==> src/rtl/dmem_port_arbiter.sv <==
// dmem_port_arbiter: shares the data-cache port between the load path and the
// committed-store buffer. Only one request is outstanding at a time. Stores
// are forced through when the buffer is full or after too many loads have
// passed a waiting store. A branch flush drops loads that are still in flight.
module dmem_port_arbiter #(
    parameter int unsigned STARVE_LIMIT = 8,
    parameter int unsigned CNT_W        = $clog2(STARVE_LIMIT + 1)
) (
    input  logic        clk,
    input  logic        rst,
    input  logic        ld_req,
    input  logic [31:0] ld_addr,
    input  logic [3:0]  ld_rmask,
    output logic        ld_grant,
    output logic        ld_resp,
    output logic [31:0] ld_rdata,
    input  logic        sb_req,
    input  logic [31:0] sb_addr,
    input  logic [3:0]  sb_wmask,
    input  logic [31:0] sb_wdata,
    input  logic        sb_full,
    output logic        sb_grant,
    output logic        sb_done,
    input  logic        flush,
    output logic [31:0] dmem_addr,
    output logic [3:0]  dmem_rmask,
    output logic [3:0]  dmem_wmask,
    output logic [31:0] dmem_wdata,
    input  logic [31:0] dmem_rdata,
    input  logic        dmem_resp,
    output logic        busy
);

    localparam logic [1:0] ST_IDLE  = 2'd0;
    localparam logic [1:0] ST_LOAD  = 2'd1;
    localparam logic [1:0] ST_STORE = 2'd2;
    localparam logic [1:0] ST_DRAIN = 2'd3;

    logic [1:0]       state_q, state_d;
    logic [CNT_W-1:0] starve_cnt_q, starve_cnt_d;
    logic [31:0]      addr_q, addr_d;
    logic [31:0]      wdata_q, wdata_d;
    logic [31:0]      rdata_q, rdata_d;
    logic [3:0]       rmask_q, rmask_d;
    logic [3:0]       wmask_q, wmask_d;
    logic             ld_resp_q, ld_resp_d;
    logic             sb_done_q, sb_done_d;

    logic             idle;
    logic             starved;
    logic             force_sb;
    logic             ld_ok;
    logic             grant_ld;
    logic             grant_sb;

    // The cache port is word addressed, so the byte offset bits are not used.
    logic             addr_lsb_unused;
    assign addr_lsb_unused = ^{ld_addr[1:0], sb_addr[1:0]};

    // Grant arbitration in IDLE; gated by reset so every output is 0 in reset.
    always_comb begin
        idle     = (state_q == ST_IDLE);
        starved  = (starve_cnt_q == CNT_W'(STARVE_LIMIT));
        force_sb = sb_req && (sb_full || starved);
        ld_ok    = ld_req && !flush;
        grant_sb = rst && idle && sb_req && (force_sb || !ld_ok);
        grant_ld = rst && idle && !force_sb && ld_ok;
    end

    // Next-state, request latching and response generation.
    always_comb begin
        state_d      = state_q;
        starve_cnt_d = starve_cnt_q;
        addr_d       = addr_q;
        wdata_d      = wdata_q;
        rdata_d      = rdata_q;
        rmask_d      = rmask_q;
        wmask_d      = wmask_q;
        ld_resp_d    = 1'b0;
        sb_done_d    = 1'b0;
        case (state_q)
            ST_IDLE: begin
                if (!sb_req) begin
                    starve_cnt_d = '0;
                end
                if (grant_sb) begin
                    state_d      = ST_STORE;
                    addr_d       = {sb_addr[31:2], 2'b00};
                    rmask_d      = 4'b0000;
                    wmask_d      = sb_wmask;
                    wdata_d      = sb_wdata;
                    starve_cnt_d = '0;
                end else if (grant_ld) begin
                    state_d = ST_LOAD;
                    addr_d  = {ld_addr[31:2], 2'b00};
                    rmask_d = ld_rmask;
                    wmask_d = 4'b0000;
                    wdata_d = 32'h0000_0000;
                    // Count loads that overtook a waiting store.
                    if (sb_req && !starved) begin
                        starve_cnt_d = starve_cnt_q + CNT_W'(1);
                    end
                end
            end
            ST_LOAD: begin
                if (dmem_resp) begin
                    state_d = ST_IDLE;
                    rmask_d = 4'b0000;
                    if (!flush) begin
                        ld_resp_d = 1'b1;
                        rdata_d   = dmem_rdata;
                    end
                end else if (flush) begin
                    state_d = ST_DRAIN;
                end
            end
            ST_STORE: begin
                if (dmem_resp) begin
                    state_d   = ST_IDLE;
                    wmask_d   = 4'b0000;
                    sb_done_d = 1'b1;
                end
            end
            ST_DRAIN: begin
                // Killed load: keep the request up and swallow its response.
                if (dmem_resp) begin
                    state_d = ST_IDLE;
                    rmask_d = 4'b0000;
                end
            end
            default: begin
                state_d = ST_IDLE;
            end
        endcase
    end

    // State and datapath registers.
    always_ff @(posedge clk or negedge rst) begin
        if (!rst) begin
            state_q      <= ST_IDLE;
            starve_cnt_q <= '0;
            addr_q       <= 32'h0000_0000;
            wdata_q      <= 32'h0000_0000;
            rdata_q      <= 32'h0000_0000;
            rmask_q      <= 4'b0000;
            wmask_q      <= 4'b0000;
            ld_resp_q    <= 1'b0;
            sb_done_q    <= 1'b0;
        end else begin
            state_q      <= state_d;
            starve_cnt_q <= starve_cnt_d;
            addr_q       <= addr_d;
            wdata_q      <= wdata_d;
            rdata_q      <= rdata_d;
            rmask_q      <= rmask_d;
            wmask_q      <= wmask_d;
            ld_resp_q    <= ld_resp_d;
            sb_done_q    <= sb_done_d;
        end
    end

    // Output drive; a flush arriving with a pending load response kills it.
    always_comb begin
        ld_grant   = grant_ld;
        sb_grant   = grant_sb;
        ld_resp    = ld_resp_q && !flush;
        ld_rdata   = rdata_q;
        sb_done    = sb_done_q;
        dmem_addr  = addr_q;
        dmem_rmask = rmask_q;
        dmem_wmask = wmask_q;
        dmem_wdata = wdata_q;
        busy       = (state_q != ST_IDLE);
    end

    // Protocol checks: no response without a request, mutually exclusive pulses.
    resp_in_idle_a: assert property (@(posedge clk) disable iff (!rst)
        !(dmem_resp && state_q == ST_IDLE));
    grant_onehot_a: assert property (@(posedge clk) disable iff (!rst)
        !(grant_ld && grant_sb));
    resp_onehot_a: assert property (@(posedge clk) disable iff (!rst)
        !(ld_resp && sb_done));

endmodule
==> config.mk <==
export PLATFORM = sky130hd
export DESIGN_NAME = dmem_port_arbiter
export DESIGN_NICKNAME = d
export VERILOG_FILES = /design/src/rtl/dmem_port_arbiter.sv
export SDC_FILE = /design/constraint.sdc
export NUM_CORES = 1
export LEC_CHECK = 0
export CAP_MARGIN = 20
export CORE_MARGIN = 2
export CORE_UTILIZATION = 38
export CTS_CLUSTER_DIAMETER = 30
export DETAILED_ROUTE_END_ITERATION = 12
export GPL_ROUTABILITY_DRIVEN = 1
export GPL_TIMING_DRIVEN = 0
export PLACE_DENSITY = 0.8
export SLEW_MARGIN = 5
export SYNTH_ARGS = -nofsm -noshare
export SYNTH_HDL_FRONTEND = slang
export SYNTH_SLANG_ARGS = --single-unit
==> constraint.sdc <==
create_clock -name clk -period 1.8 [get_ports clk]
set_input_delay 0.27 -clock clk [delete_from_list [all_inputs] [get_ports clk]]
set_output_delay 0.27 -clock clk [all_outputs]
set_load 0.05 [all_outputs]
# ---- After elaboration in Yosys (flattened, before gate mapping)
# Cells that the tools add are included.
dict set report word_totals {
  ff_bits 112
  input_bits 143
  output_inout_bits 109
  word_cells 73
}
dict set report classes {
  addsub 1
  eq_ne 9
  muxes 26
  bitwise 1
  reduce_logical 27
}
# operator count
set ops {}
lappend ops {{$mux W32} 4}
lappend ops {{$mux W4} 9}
lappend ops {{$pmux W4 S2} 2}
lappend ops {{$reduce_and A3 Y1} 4}
lappend ops {{$mux W2} 5}
lappend ops {{$logic_and A1 B1 Y1} 9}
lappend ops {{$reduce_bool A2 Y1} 4}
lappend ops {{$ne A3 B3 Y1 const B} 2}
lappend ops {{$pmux W2 S3} 1}
lappend ops {{$mux W1} 5}
lappend ops {{$add A4 B1 Y4 const B} 1}
lappend ops {{$eq A2 B2 Y1 const B} 2}
lappend ops {{$eq A4 B4 Y1 const B} 1}
lappend ops {{$logic_not A1 Y1} 4}
lappend ops {{$ne A2 B1 Y1 const B} 2}
lappend ops {{$reduce_or A2 Y1} 2}
lappend ops {{$eq A2 B1 Y1 const B} 1}
lappend ops {{$logic_not A2 Y1} 1}
lappend ops {{$logic_or A1 B1 Y1} 2}
lappend ops {{$ne A2 B2 Y1 const B} 1}
lappend ops {{$reduce_and A2 Y1} 1}
lappend ops {{$not A1 Y1} 1}

# ---- Longest topological paths before layout
dict set report depth {
  depth_word 9
  depth_mapped 8
  depth_no_buf 6
}

# ---- Least setup slack after synthesis
# OpenSTA, ideal clock, no wires.
dict set report synth_path {
  path_type {flip-flop to flip-flop}
  startpoint {reg starve_cnt_q[0]}
  endpoint {reg addr_q[23] (netlist: dmem_addr[23])}
  setup_ns 0.066
  t_arrival_ns 1.858
  t_required_ns 1.734
  setup_slack_ns -0.125
  path_stages_with_launch 8
  path_buffers 1
  synth_period_minus_slack_ns 1.925
  path_cell_list {dfrtp_1 inv_1 ha_1 and3b_1 nor3_4 nor2_2 buf_1 a21o_1}
}
dict set report synth_between {
  word_cells_on_any_way 11
  classes_between {eq/ne (1); mux (1); reduce/logical (9)}
}
# element line
set synth_rtl {}
lappend synth_rtl {{from (decl)} 40} ;# logic [CNT_W-1:0] starve_cnt_q, starve_cnt_d;
lappend synth_rtl {{from (signal assigned)} 151} ;# starve_cnt_q <= starve_cnt_d;
lappend synth_rtl {{$eq A4 B4 Y1 *} 63} ;# starved = (starve_cnt_q == CNT_W'(STARVE_LIMIT));
lappend synth_rtl {{$logic_or A1 B1 Y1 *} 64} ;# force_sb = sb_req && (sb_full || starved);
lappend synth_rtl {{$logic_and A1 B1 Y1 *} 64}
lappend synth_rtl {{$logic_or A1 B1 Y1 *} 66} ;# grant_sb = rst && idle && sb_req && (force_sb || !ld_ok);
lappend synth_rtl {{$logic_and A1 B1 Y1 *} 66}
lappend synth_rtl {{named net sb_grant} 22} ;# output logic sb_grant,
lappend synth_rtl {{$reduce_bool A2 Y1 (no line)} n/a}
lappend synth_rtl {{$reduce_and A2 Y1 (no line)} n/a}
lappend synth_rtl {{to (signal assigned)} 152} ;# addr_q <= addr_d;
lappend synth_rtl {{to (decl)} 41} ;# logic [31:0] addr_q, addr_d;
# Mark *: on every way through the listed nets, which the timed path passes. The rest lies on a longest branch.
# A chain may end at the register's enable or synchronous reset.

# ---- Worst setup path after layout
dict set report layout_path {
  startpoint {reg starve_cnt_q[0]}
  endpoint {out sb_grant}
}
dict set report layout_between {
  elab_chain_len 5
}
# element line
set layout_rtl {}
lappend layout_rtl {{$eq A4 B4 Y1} 63}
lappend layout_rtl {{$logic_or A1 B1 Y1} 64}
lappend layout_rtl {{$logic_and A1 B1 Y1} 64}
lappend layout_rtl {{$logic_or A1 B1 Y1} 66}
lappend layout_rtl {{$logic_and A1 B1 Y1} 66}
lappend layout_rtl {{to (decl)} 22}
# No other way between the ends.

==> summary.md <==
| Metric | Value |
|---|---|
| Port-buffer cells | `245` |
| Clk buf depth | `2` |
| Number of flops mapped to enable cells by yosys | `0` |
| FILL cells | `873` |
| Clock Tree Root | `clkbuf_16` |
| Worst-margin pin slew | `0.569 ns` |
| P&R area growth vs syn | `73.2%` |
| Most common cell after layout, fill and taps aside | `clkdlybuf4s50_1` |
| Critical Path AT | `1.68 ns` |
| Skew-Pair Late Insertion Delay | `between 0.3 and 0.4 ns` |
| Post-layout util | `0.671` |
| Initial Utilization | `0.387` |
| Fin crit share | `1.09` |
| CP Max Fanout | `7` |
| Number of remaining DRC errors | `0` |
| # clock sinks | `110` |
| Global-route wire length before repair | `approximately 21 mm` |
| Top_reg_cell synth | `dfrtp_1` |
| RSZ-0062 raised after global routing | `yes` |
| Total vias in the final route | `between 3000 and 4000` |
| Setup WS post-layout | `-0.153 ns` |
| Setup crit start | `starve_cnt_q[0]$_DFFE_PN0N_` |
| Status | `complete, but fails checks` |
| Cell area power density | `about 1500 nW/um2` |
| ANT cells | `0` |
| RR Startpoint | `starve_cnt_q[0]$_DFFE_PN0N_` |
| Vias/cell | `5.09` |
| Largest family of logic cells by synthesized area | `compound AO/OA/AOI/OAI gates` |
| DR pass1 iterations | `4` |
| WL/cell | `roughly 19 um` |
| Dpl cells | `~700` |
| Most frequent cells in the layout | `161 x clkdlybuf4s50_1, 108 x dfrtp_1, 70 x a22o_1` |
| Async SR Flop Fraction | `1.00` |
| Cts bufs inserted | `9` |
| Failing checks | `hold timing, setup timing` |
| Setup Crit Path Kind | `flop to primary output` |
| Layout Nets | `725` |
| Leakage | `~4.3 nW` |
| Avg Cell Area, Syn | `14.3 um2` |
| Die width | `about 110 um` |
| Synth Area in Simple Gates | `0.0406` |
| DRT iter0 DRCs | `198` |
| Vias in the first global route | `4052` |
| Fmax | `about 500 MHz` |
| Final Max Tran Viols | `0` |
| Gp weighted congestion | `0.823` |
| Total Wirelength | `approximately 14 mm` |
| Initial antenna violation count | `0` |
| Max-slew headroom | `0.622` |
| Die height | `112 um` |
| Dpl hpwl | `about 10 mm` |
| GRT overflow | `0` |
| Core area | `roughly 11000 um2` |
| Synth warn | `0` |
| # H-tree levels | `3` |
| Worst hold margin | `-0.166 ns` |
| Reg area | `2760 um2` |
| Synth unique cells | `39` |
| Clock skew | `between 0.007 and 0.008 ns` |
| Share of layout cells above drive strength 1 | `0.171` |
| Adder-cell share of the synthesized area | `0.00568` |
| Fin cells | `roughly 730` |
| Synth Instances | `309` |
| Final min period | `1.95 ns` |
| Post-synthesis mux area share | `0.0844` |
| Area occupied by multi-input gates | `1510 um2` |
| Synth Area in Compound Gates | `0.204` |
| Overall Global Routing Usage | `0.216` |
| Die footprint | `12500 um2` |
| Cell Rows | `39` |
| Synthesized area | `4410 um2` |
| CTS tree | `built` |
| Synth Area in XOR/XNOR | `0.00398` |
| Max Cap Viol | `0` |
| I/O Pins | `252` |
| HP Class | `primary input to asynchronous set/reset pin` |
| Sequential share of the synthesized area | `0.625` |
| Post-DRT Antenna Nets | `0` |
| Reg clk slew, reported paths | `approximately 0.070 ns` |
| Startpoint types | `flop` |
| Setup crit end kind | `primary output` |
| Synthesized flop and latch total | `110` |
| Critical Path RT | `between 1.5 and 2 ns` |
| Hold Fails Final Rpt | `51` |
| Final setup violation count | `3` |
| Maximum number of pins on one net before global-route repair | `60` |
| Peak supply drop | `0.986 mV` |
## kinds of logic (layout without fill, tap and decap cells)
logic type               after synthesis  after routing
AO/OA/AOI/OAI                        109            109
AND/OR/NAND/NOR                       25             25
flip-flops                           110            110
XOR/XNOR                               2              2
multiplexers                          33             33
other                                  1              2
adder cells (fa/ha/maj)                2              2
buffers and inverters                 27            302
## layout make-up
type,instances,area share
Clock buffer,11,0.0318
Tap cell,143,0.0235
Sequential cell,110,0.361
Buffer,23,0.0248
Inverter,4,0.00197
Clock inverter,5,0.00754
Multi-Input combinational cell,173,0.198
Timing Repair Buffer,259,0.351
## synth_stat cells (2+ instances only)
| master | instances | area, um2 |
|---|---|---|
| a21o_1 | 30 | 225 |
| a22o_1 | 70 | 613 |
| and3b_1 | 2 | 17.5 |
| buf_2 | 9 | 45.0 |
| buf_4 | 6 | 45.0 |
| buf_6 | 3 | 33.8 |
| clkbuf_1 | 4 | 15.0 |
| dfrtp_1 | 110 | 2750 |
| ha_1 | 2 | 25.0 |
| inv_1 | 4 | 15.0 |
| mux2_2 | 33 | 372 |
| nand2_1 | 2 | 7.51 |
| nand2b_1 | 3 | 18.8 |
| nor2_1 | 4 | 15.0 |
| nor2b_1 | 3 | 18.8 |
## final timing paths
path	endpoint	slack, ns	depth (start not counted)
max	sb_grant	-0.15	7
min reg2reg	dmem_wdata[10]$_DFFE_PN0P_	0.50	1
max in group asynchronous	ld_rdata[9]$_DFFE_PN0P_	1.33	2
min in group clk	dmem_wdata[10]$_DFFE_PN0P_	0.50	1
max reg2reg	dmem_addr[7]$_DFFE_PN0P_	0	9
min	dmem_addr[10]$_DFFE_PN0P_	-0.17	1
## metal layers
metal	part of all wire	up-vias	global-route usage
met5	0	-	0
met3	0.091	23	0.0697
met2	0.49	195	0.367
met4	0.019	0	0.0782
li1	-	1690	-
met1	0.40	1798	0.258
## where the power goes
group	internal (mW)	switching, mW
registers	3.21	0.402
clock network	1.12	0.891
logic	2.03	3.56
## registers in the layout (all words and copies together), names as in the netlist
| name | flops |
|---|---|
| ld_rdata | 32 |
| dmem_rmask | 4 |
| dmem_wmask | 4 |
| starve_cnt_q | 4 |
| ld_resp_q | 1 |
| dmem_wdata | 32 |
| sb_done | 1 |
| state_q | 2 |
| dmem_addr | 30 |
## what timing repair did
action                     CTS  global route
setup endpoints to repair   82           147
resized for setup           60            68
hold endpoints to repair    51            51
pin swaps                    4             2
setup buffers                5             8
## stage by stage
| stage | TNS, ns | power (mW) | instance area [um2] | setup slack (ns) |
|---|---|---|---|---|
| 2_1_floorplan | 0 | 7.18 | 4410 | 0.159 |
| 3_3_place_gp | -741.92 | 9.26 | 7040 | -4.96 |
| 3_5_place_dp | -36.95 | 9.39 | 7070 | -1.07 |
| 4_1_cts | -0.584 | 11.3 | 7420 | -0.186 |
| 5_1_grt | -2.79 | 11.6 | 7630 | -0.195 |
| 6_report | -0.168 | 11.2 | 7630 | -0.153 |
## critical path, cell delays in order, from the launching register on
cell and delay [ns]:
dfrtp_1 0.37, inv_1 0.06, ha_2 0.17, and3b_2 0.24, nor3_4 0.17, nor2_4 0.05
buf_6 0.14, buf_8 0.14
Power figures use the tool's default switching activity.
